## config.mk

```make
export PLATFORM = sky130hd
export DESIGN_NAME = gcd_arbiter
export DESIGN_NICKNAME = d
export VERILOG_FILES = /design/src/rtl/gcd_arb_pkg.sv /design/src/rtl/gcd_arbiter_picker.sv /design/src/rtl/gcd_arbiter.sv
export SDC_FILE = /design/constraint.sdc
export NUM_CORES = 1
export LEC_CHECK = 0
export BUFFER_PORTS_ARGS = -buffer_cell sky130_fd_sc_hd__buf_2
export CORE_AREA = 10 10 147 149
export CTS_CLUSTER_SIZE = 10
export DETAILED_ROUTE_END_ITERATION = 7
export DIE_AREA = 0 0 157 159
export GPL_TIMING_DRIVEN = 0
export MAX_ROUTING_LAYER = met4
export PLACE_DENSITY = 0.71
export SLEW_MARGIN = 20
export SYNTH_ARGS = -nofsm -noshare
export SYNTH_HDL_FRONTEND = slang
export SYNTH_SLANG_ARGS = --single-unit
```

## constraint.sdc

```tcl
create_clock -name clk -period 11.5 [get_ports clk]
set_input_delay 1.15 -clock clk [delete_from_list [all_inputs] [get_ports clk]]
set_output_delay 1.15 -clock clk [all_outputs]
set_load 0.02 [all_outputs]
```

## src/rtl/gcd_arb_pkg.sv

```systemverilog
// gcd_arb_pkg: shared types and helpers for the GCD arbiter slice.
//   gcd_arb_state_e : arbiter FSM states (IDLE, ISSUE, BUSY, RESP)
//   zero_gcd()      : local result for a job with at least one zero operand
package gcd_arb_pkg;

  typedef enum logic [1:0] {
    IDLE,
    ISSUE,
    BUSY,
    RESP
  } gcd_arb_state_e;

  // Widest operand the zero helper handles; callers size-cast in and out.
  localparam int unsigned GCD_ARB_MAX_W = 64;

  // gcd(0,b)=b, gcd(a,0)=a, gcd(0,0)=0. Only meaningful when a or b is zero.
  function automatic logic [GCD_ARB_MAX_W-1:0] zero_gcd(
    input logic [GCD_ARB_MAX_W-1:0] a,
    input logic [GCD_ARB_MAX_W-1:0] b
  );
    return (a == '0) ? b : a;
  endfunction

endpackage

```

## src/rtl/gcd_arbiter_picker.sv

```systemverilog
// gcd_rr_picker: combinational round-robin priority picker.
//   req_valid : per-requester request vector
//   rr_ptr    : highest-priority index this round (inclusive)
//   grant     : first valid index at or after rr_ptr, wrapping N_REQ-1 -> 0
//   any_valid : at least one request present (grant meaningful only then)
module gcd_rr_picker #(
  parameter int unsigned N_REQ = 4,
  parameter int unsigned IDW   = $clog2(N_REQ)
) (
  input  logic [N_REQ-1:0] req_valid,
  input  logic [IDW-1:0]   rr_ptr,
  output logic [IDW-1:0]   grant,
  output logic             any_valid
);

  logic [IDW-1:0] idx;

  always_comb begin
    grant     = '0;
    any_valid = 1'b0;
    idx       = '0;
    for (int unsigned i = 0; i < N_REQ; i++) begin
      idx = IDW'((32'(rr_ptr) + i) % N_REQ);
      if (!any_valid && req_valid[idx]) begin
        any_valid = 1'b1;
        grant     = idx;
      end
    end
  end

endmodule

```

## src/rtl/gcd_arbiter.sv

```systemverilog
// gcd_arbiter: round-robin scheduler sharing one iterative GCD engine
// between N_REQ requesters. One job in flight at a time.
//   clk, rst_n          : clock, asynchronous active-low reset
//   req_valid/req_ready : per-requester handshake (req_ready one-hot)
//   req_a, req_b        : flattened operands, requester i at [i*W +: W]
//   resp_valid/ready    : result handshake; resp_id/resp_gcd/resp_err payload
//   eng_start           : one-cycle start pulse to the engine
//   eng_a, eng_b        : engine operands, held from start until done
//   eng_done, eng_gcd   : engine completion and result
// Optional feature: define GCD_ARB_TIMEOUT_EN to enable the BUSY watchdog
// (TIMEOUT_CYCLES); otherwise resp_err is tied 0 and BUSY waits forever.
module gcd_arbiter
  import gcd_arb_pkg::*;
#(
  parameter int unsigned N_REQ          = 4,
  parameter int unsigned W              = 32,
  parameter int unsigned TIMEOUT_CYCLES = 4096
) (
  input  logic                     clk,
  input  logic                     rst_n,
  input  logic [N_REQ-1:0]         req_valid,
  input  logic [N_REQ*W-1:0]       req_a,
  input  logic [N_REQ*W-1:0]       req_b,
  output logic [N_REQ-1:0]         req_ready,
  output logic                     resp_valid,
  input  logic                     resp_ready,
  output logic [$clog2(N_REQ)-1:0] resp_id,
  output logic [W-1:0]             resp_gcd,
  output logic                     resp_err,
  output logic                     eng_start,
  output logic [W-1:0]             eng_a,
  output logic [W-1:0]             eng_b,
  input  logic                     eng_done,
  input  logic [W-1:0]             eng_gcd
);

  localparam int unsigned IDW = $clog2(N_REQ);

  gcd_arb_state_e state_q, state_d;
  logic [IDW-1:0]   rr_ptr;
  logic [IDW-1:0]   grant;
  logic             any_valid;
  logic [N_REQ-1:0] ready_raw;
  logic             accept;
  logic [W-1:0]     a_sel, b_sel;
  logic             job_zero;
  logic             timeout_hit;

  gcd_rr_picker #(
    .N_REQ (N_REQ),
    .IDW   (IDW)
  ) u_picker (
    .req_valid (req_valid),
    .rr_ptr    (rr_ptr),
    .grant     (grant),
    .any_valid (any_valid)
  );

  // Operand mux with constant slice bounds per requester.
  always_comb begin
    a_sel = '0;
    b_sel = '0;
    for (int unsigned i = 0; i < N_REQ; i++) begin
      if (grant == IDW'(i)) begin
        a_sel = req_a[i*W +: W];
        b_sel = req_b[i*W +: W];
      end
    end
  end

  assign job_zero = (a_sel == '0) || (b_sel == '0);

  always_ff @(posedge clk or negedge rst_n) begin
    if (!rst_n) state_q <= IDLE;
    else        state_q <= state_d;
  end

  always_comb begin
    state_d    = state_q;
    ready_raw  = '0;
    accept     = 1'b0;
    eng_start  = 1'b0;
    resp_valid = 1'b0;
    unique case (state_q)
      IDLE: begin
        if (any_valid) begin
          accept           = 1'b1;
          ready_raw[grant] = 1'b1;
          state_d          = job_zero ? RESP : ISSUE;
        end
      end
      ISSUE: begin
        eng_start = 1'b1;
        state_d   = BUSY;
      end
      BUSY: begin
        if (eng_done || timeout_hit) state_d = RESP;
      end
      RESP: begin
        resp_valid = 1'b1;
        if (resp_ready) state_d = IDLE;
      end
      default: state_d = IDLE;
    endcase
  end

  // The grant is combinational from req_valid; masking with rst_n keeps
  // req_ready low while reset is held even if requesters are already valid.
  assign req_ready = ready_raw & {N_REQ{rst_n}};

  always_ff @(posedge clk or negedge rst_n) begin
    if (!rst_n) begin
      rr_ptr   <= '0;
      eng_a    <= '0;
      eng_b    <= '0;
      resp_id  <= '0;
      resp_gcd <= '0;
    end else if (accept) begin
      resp_id <= grant;
      rr_ptr  <= (grant == IDW'(N_REQ - 1)) ? '0 : grant + 1'b1;
      if (job_zero) begin
        resp_gcd <= W'(zero_gcd(GCD_ARB_MAX_W'(a_sel), GCD_ARB_MAX_W'(b_sel)));
      end else begin
        // Zero jobs never reach the engine, so its operands only move here.
        eng_a    <= a_sel;
        eng_b    <= b_sel;
        resp_gcd <= '0;
      end
    end else if (state_q == BUSY) begin
      if (eng_done)         resp_gcd <= eng_gcd;
      else if (timeout_hit) resp_gcd <= '0;
    end
  end

`ifdef GCD_ARB_TIMEOUT_EN
  localparam int unsigned CW = $clog2(TIMEOUT_CYCLES + 1);
  logic [CW-1:0] wd_cnt;

  // Counts completed BUSY cycles; fires on the TIMEOUT_CYCLES-th BUSY cycle.
  always_ff @(posedge clk or negedge rst_n) begin
    if (!rst_n)                           wd_cnt <= '0;
    else if (state_q == ISSUE)            wd_cnt <= '0;
    else if (state_q == BUSY && !eng_done) wd_cnt <= wd_cnt + 1'b1;
  end

  assign timeout_hit = (state_q == BUSY) && !eng_done &&
                       (wd_cnt == CW'(TIMEOUT_CYCLES - 1));

  always_ff @(posedge clk or negedge rst_n) begin
    if (!rst_n)           resp_err <= 1'b0;
    else if (accept)      resp_err <= 1'b0;
    else if (timeout_hit) resp_err <= 1'b1;
  end
`else
  assign timeout_hit = 1'b0;
  assign resp_err    = 1'b0;

  // Watchdog compiled out; the parameter stays so both builds share one port list.
  logic unused_timeout;
  assign unused_timeout = ^TIMEOUT_CYCLES;
`endif

endmodule

```

==> out/metrics.yaml, run 1 <==
status:
  status: "complete, no violations"
sta:
  slew_headroom_pct: 25.9
  fmax_mhz: 170
  layout_setup_ws_ps: 5610
  report.final.slew_viol_count: 0
  period_needed_ps: 5890
  tns_ps: 0
  rsz0062_at_grt: "no"
  whs_ps: 492
  hold_violations: 0
  min_period_over_period_pct: 51.2
  worstMarginPinSlew_ps: 1110
  setup_viol: 0
  fin_skew_ps: 9.13
drt:
  drcViolationCount: 0
  drtIter0Drc: 923
  drt-pass1-iter-count: 5
  via_per_inst: 6.15
  vias: 9024
  wire_per_inst_um: 29.1
  wirelength_um: 42700
  ant_nets: 0
clock_network:
  cts_tree: "built"
  htreeDepth: 3
  clock_path_buffers: 2
  clockRootBuffer: "clkbuf_16"
  clkSinkCount: 102
  cts_hold_buf: 0
  cts_buffers: 9
  cts_setup_buffers: 0
  cts.clk_slew.worst_paths_ps: 70
  post_cts_resized: 0
  worst_skew_pair.late_latency_ps: 370
logic_synthesis:
  synthCells: 814
  yosys.area_share.adder_pct: 1.59
  synth.yosys.seq_area_share_pct: 36.0
  synth_area_um2: 7080
  synth_seq_cells: 102
  synthXorXnorAreaFrac_pct: 0
  synth_top_family_by_area: "compound AO/OA/AOI/OAI gates"
  synth_mux_area_share_pct: 8.90
  synth_compound_area_share_pct: 28.1
  synth.avg_cell_area_um2: 8.70
  yosys.cell_types.count: 46
  synth-simple-area-share_pct: 18.4
  yosys_warnings: 0
  syn_nets: 1119
die:
  io_pins: 401
  start_util_pct: 38.1
  die-area_um2: 25000
  coreArea_um2: 18600
  die_h_um: 159
  rows: 50
  dieWidth_um: 157
finish:
  finalNonFillerCells: 1468
  finalInstanceArea_um2: 9690
  multi_input_area_um2: 4040
  fin_nets: 1530
  area_delta_synth_final_pct: 36.9
  drive_gt1_share_pct: 40.8
  fillCellCount: 1842
  seq_area_um2: 2550
critical_path:
  cp_max_fo: 10
  end_kind: "register"
  ff2ff_path_depth: 18
  crit_path_start_kind: "primary input"
  critPathKind: "in2reg"
  critPathArrivalTime_ps: 6140
  cp.required_ps: 11750
  rrSetupSlack_ps: 6090
place:
  dpl-instance-area_um2: 9410
  io_buffer_count: 399
  gp_congestion: 0.994
  dp_cells: 1448
  dp_slack_ps: 5330
  dp_hpwl_um: 34400
run:
  cap_violations: 0
power_and_ir_drop:
  powerDensity_nw_per_um2: 317
  p_leak_nw: 4.71
  vdd_drop_max_mv: 0.150
global_route:
  grt-ovfl-total: 0
  antenna_found_initial: 4
  grt_pass1_wl_um: 59900
  grt_start_max_net_pins: 62
  grt_pass1_vias: 9290
  grt.total_usage_pct: 33.4
hold_path:
  hold_depth: 2
  hold_class: "reg2reg"
[cells in the mapped netlist, drive strengths merged]
master   instances  area share [%]
and3            28             2.5
a221oi          42             5.2
and4             1            0.12
or4              1            0.11
nor2           132             7.0
nor2b           12             1.2
a221o            6            0.85
o32a             1            0.14
a211o           24             3.0
a22o             4            0.49
nor4             6            0.74
a311oi           8            0.99
nor4b            8            0.99
o21ai           52             3.7
o21a             5            0.53
or3              1           0.088
nand2           31             1.6
or3b             1            0.12
a211oi           8            0.85
mux2            56             8.9
nand3b          14             1.5
o41ai            1            0.12
nand2b           2            0.18
o22ai           71             6.3
and2             2            0.18
a222oi           4            0.57
a31oi           12             1.1
o22a             4            0.49
a21oi           13            0.92
clkbuf          45             2.4
inv             26             1.4
buf             33             3.1
o31ai           16             1.7
a2111oi          5            0.62
dfrtp          102              36
nor3b           17             1.8
a22oi            6            0.64
or2              1           0.088
ha               9             1.6
conb             1           0.053
nand4            3            0.27
[metrics by stage]
stage               util (%)  power [mW]
finish                  52.2        3.08
global route            52.2        3.23
CTS                     52.1        3.04
detailed placement      50.6        2.73
global placement        50.4        2.70
floorplan                  -        1.90
[cells by family after synthesis]
family                     after synthesis
other                                    1
adders and majority gates                9
and+or+nand+nor                        260
buffers and inverters                  104
AOI/OAI and AO/OA                      282
DFF                                    102
muxes                                   56
[where the power goes]
group          switching, mW  internal (mW)  total [mW]
Clock                  0.150          0.155       0.305
Combinational           1.37          0.750        2.12
Sequential             0.107          0.542       0.650
[cells in the final DEF (no fill, tap or decap), types with 24 or more instances in the layout]
| master | synthesis | routed |
|---|---|---|
| buf_2 | 18 | 416 |
| nor2_1 | 132 | 132 |
| dfrtp_1 | 102 | 102 |
| o22ai_1 | 71 | 71 |
| mux2_2 | 56 | 56 |
| o21ai_0 | 52 | 52 |
| clkbuf_1 | 45 | 47 |
| a221oi_1 | 42 | 42 |
| nand2_1 | 31 | 31 |
| and3_1 | 28 | 28 |
| inv_1 | 26 | 26 |
| a211o_1 | 24 | 24 |
[critical path, stage by stage]
cell and delay (ps):
buf_2 120, inv_1 70, nor2_1 60, a21oi_1 130, o22ai_1 100, a21oi_1 440, ha_1 260, buf_2 260
clkbuf_1 440, clkbuf_1 860, a221oi_1 270, o22ai_1 490, nor4_1 110, and4_1 220, buf_2 190, or3_1 320
buf_4 180, buf_6 170, mux2_2 290
[area by class of cell]
class | instances | share of cell area (%)
Multi-Input combinational cell | 608 | 41.7
Sequential cell | 102 | 26.3
Timing Repair Buffer | 400 | 21.0
Buffer | 78 | 4.03
Tap cell | 234 | 3.02
Clock buffer | 12 | 2.54
Inverter | 26 | 1.01
Clock inverter | 4 | 0.310
Antenna cell | 4 | 0.103
[sequential cells by signal, summed over array words and instances (netlist names)]
signal / flops
eng_a: 32
rr_ptr: 2
state_q: 2
eng_b: 32
resp_id: 2
resp_gcd: 32
[path summary, 6_finish.rpt]
kind	start	to
min in group asynchronous	rst_n	eng_b[11]
max in group asynchronous	rst_n	eng_a[12]
worst max register to register	rr_ptr[1]	eng_b[19]
worst max-delay path	req_valid[0]	eng_b[19]
worst min-delay path	resp_id[1]	resp_id[1]
worst min register to register	resp_id[1]	resp_id[1]
[metal layers]
layer	wire length (um)	GRT usage [%]	part of all wire (%)	vias up
li1	-	-	-	3923
met1	16800	40.5	39	4363
met2	19900	52.1	47	650
met3	4350	7.83	10	88
met4	1680	14.1	3.9	0
met5	0	-	0	-
(Power assumes the default switching activity.)
==> inputs of run 2 (changes only) <==
- CORE_AREA: 10 10 147 149 -> 10 10 149 151
- DIE_AREA: 0 0 157 159 -> 0 0 159 161
- PLACE_DENSITY: 0.71 -> 0.69
- clock period: 11.5 -> 5.55 ns (I/O delays scaled with it)
==> run 2 against run 1 <==
Effect of this change:
- clock power grew 110%
- non-clock buffer count shrank 1
- global-route usage shrank 0.99 points
- first-iteration DRC count shrank 1.6%
- largest power group unchanged
- total power grew 110%
- design area grew 0.66%
- cell count grew 2.0%
- clock-buffer cell count shrank 2
- via count shrank 1.1%
- highest routed layer unchanged
- die area grew 2.5%
- flip-flop and latch count is the same
==> out/metrics.yaml, run 2 (synthesis results as in run 1) <==
critical_path:
  ff2ff_path_depth: 19
  end_kind: "register"
  timing.rr.end: "resp_gcd[20]"
  rrSetupSlack_ps: 210
  crit_path_start_kind: "register"
  timing.rr.start: "rr_ptr[1]"
  cp_max_fo: 10
  cp.required_ps: 5800
  critPathArrivalTime_ps: 5580
  critPathKind: "reg2reg"
clock_network:
  clock_path_buffers: 2
  cts_buffers: 9
  clkSinkCount: 102
  cts_tree: "built"
  clockRootBuffer: "clkbuf_16"
  cts.clk_slew.worst_paths_ps: 90
  worst_skew_pair.late_latency_ps: 360
  htreeDepth: 3
die:
  start_util_pct: 36.9
  dieWidth_um: 159
  die-area_um2: 25600
  io_pins: 401
  die_h_um: 161
  coreArea_um2: 19200
  rows: 51
hold_path:
  hold_class: "in2async"
drt:
  drtIter0Drc: 908
  wire_per_inst_um: 28.6
  drt-pass1-iter-count: 5
  ant_nets: 0
  vias: 8923
  wirelength_um: 42800
  via_per_inst: 5.96
  drcViolationCount: 0
finish:
  finalNonFillerCells: 1498
  fin_nets: 1529
  final_cell_mix: "buf_2, nor2_1, dfrtp_1, o22ai_1, mux2_2"
  top_regs: "eng_a (32), eng_b (32), resp_gcd (32)"
  final_common_cell: "buf_2"
  area_delta_synth_final_pct: 37.8
  drive_gt1_share_pct: 41.3
  fillCellCount: 1869
power_and_ir_drop:
  power.internal_mw: 3.00
  clkPwrFrac_pct: 10.1
  switchingPower_mw: 3.36
  powerDensity_nw_per_um2: 653
  power_frac_comb_pct: 68.8
  seqPwrFrac_pct: 21.1
  vdd_drop_max_mv: 0.275
  switching_share_pct: 52.8
  power_mw: 6.37
  p_leak_nw: 4.73
sta:
  slew_headroom_pct: 26.6
  worstMarginPinSlew_ps: 1100
  report.final.slew_viol_count: 0
  setup_viol: 0
  fin_skew_ps: 20.3
  fmax_mhz: 187
  period_needed_ps: 5340
  min_period_over_period_pct: 96.1
  hold_violations: 0
  rsz0062_at_grt: "no"
  tns_ps: 0
global_route:
  antenna_found_initial: 4
  grt_pass1_vias: 9187
  grt_start_max_net_pins: 69
  grt_pass1_wl_um: 61200
  grt-ovfl-total: 0
  grt.total_usage_pct: 32.4
run:
  cap_violations: 0
place:
  io_buffer_count: 399
  dp_cells: 1479
  dp_hpwl_um: 34800
  gp_congestion: 0.954
status:
  status: "complete, no violations"
## run 2: stage by stage
stage / util (%) / setup slack, ps / hold WS (ps) / instance area, um2
2_1_floorplan: - / 1600 / 259 / 7080
5_1_grt: 50.8 / 52.5 / 111 / 9760
3_5_place_dp: 49.2 / -59.3 / 466 / 9440
4_1_cts: 50.7 / 233 / 100 / 9740
3_3_place_gp: 49.0 / -44.7 / 457 / 9410
6_report: 50.8 / 215 / 90.3 / 9760
## run 2: power by group through the flow
stage | clock network [mW] | registers (mW) | logic, mW
global route | 0.678 | 1.38 | 4.65
floorplan | 0 | 1.73 | 2.22
detailed placement | 0 | 1.34 | 4.30
CTS | 0.649 | 1.34 | 4.31
finish | 0.646 | 1.34 | 4.38
global placement | 0 | 1.33 | 4.27
## run 2: repair_timing
item,in CTS,in global routing
resized for setup,0,6
setup buffers,0,0
hold buffers,0,0
setup endpoints to repair,0,78
## run 2: worst max-delay path by stage
| stage | start | end | slack [ps] |
|---|---|---|---|
| floorplan | req_valid[0] | eng_b[10] | 1600 |
| global route | rr_ptr[1] | resp_gcd[18] | 50 |
| detailed placement | req_valid[0] | resp_gcd[17] | -60 |
| CTS | rr_ptr[1] | resp_gcd[22] | 230 |
| global placement | req_valid[0] | resp_gcd[16] | -40 |
| finish | rr_ptr[1] | resp_gcd[20] | 210 |
## run 2: area by class of cell
type	count	area (um2)	share of cell area, %
Inverter	26	97.6	1.00
Clock buffer	10	239	2.45
Sequential cell	102	2550	26.2
Multi-Input combinational cell	608	4050	41.5
Clock inverter	6	57.6	0.590
Antenna cell	4	10.0	0.103
Buffer	77	389	3.99
Tap cell	265	332	3.40
Timing Repair Buffer	400	2030	20.8
## run 2: worst max-delay path, cell delays in order (launching register included)
cell	delay [ps]
dfrtp_1	450
nand2_1	80
nand2_1	80
a21oi_1	60
o22ai_1	450
ha_1	240
buf_2	220
nor2b_4	240
buf_6	170
clkbuf_1	830
a221oi_1	220
o22ai_1	580
nor4_2	170
and4_1	250
buf_2	190
or3_1	320
buf_4	190
buf_6	180
buf_6	150
and3_1	140
## run 2: layer usage
metal	wire length [um]	global-route usage, %	part of all wire [%]
met3	3690	6.51	8.6
met2	19800	51.0	46
met4	1970	12.7	4.6
met5	0	-	0
met1	17300	40.4	41
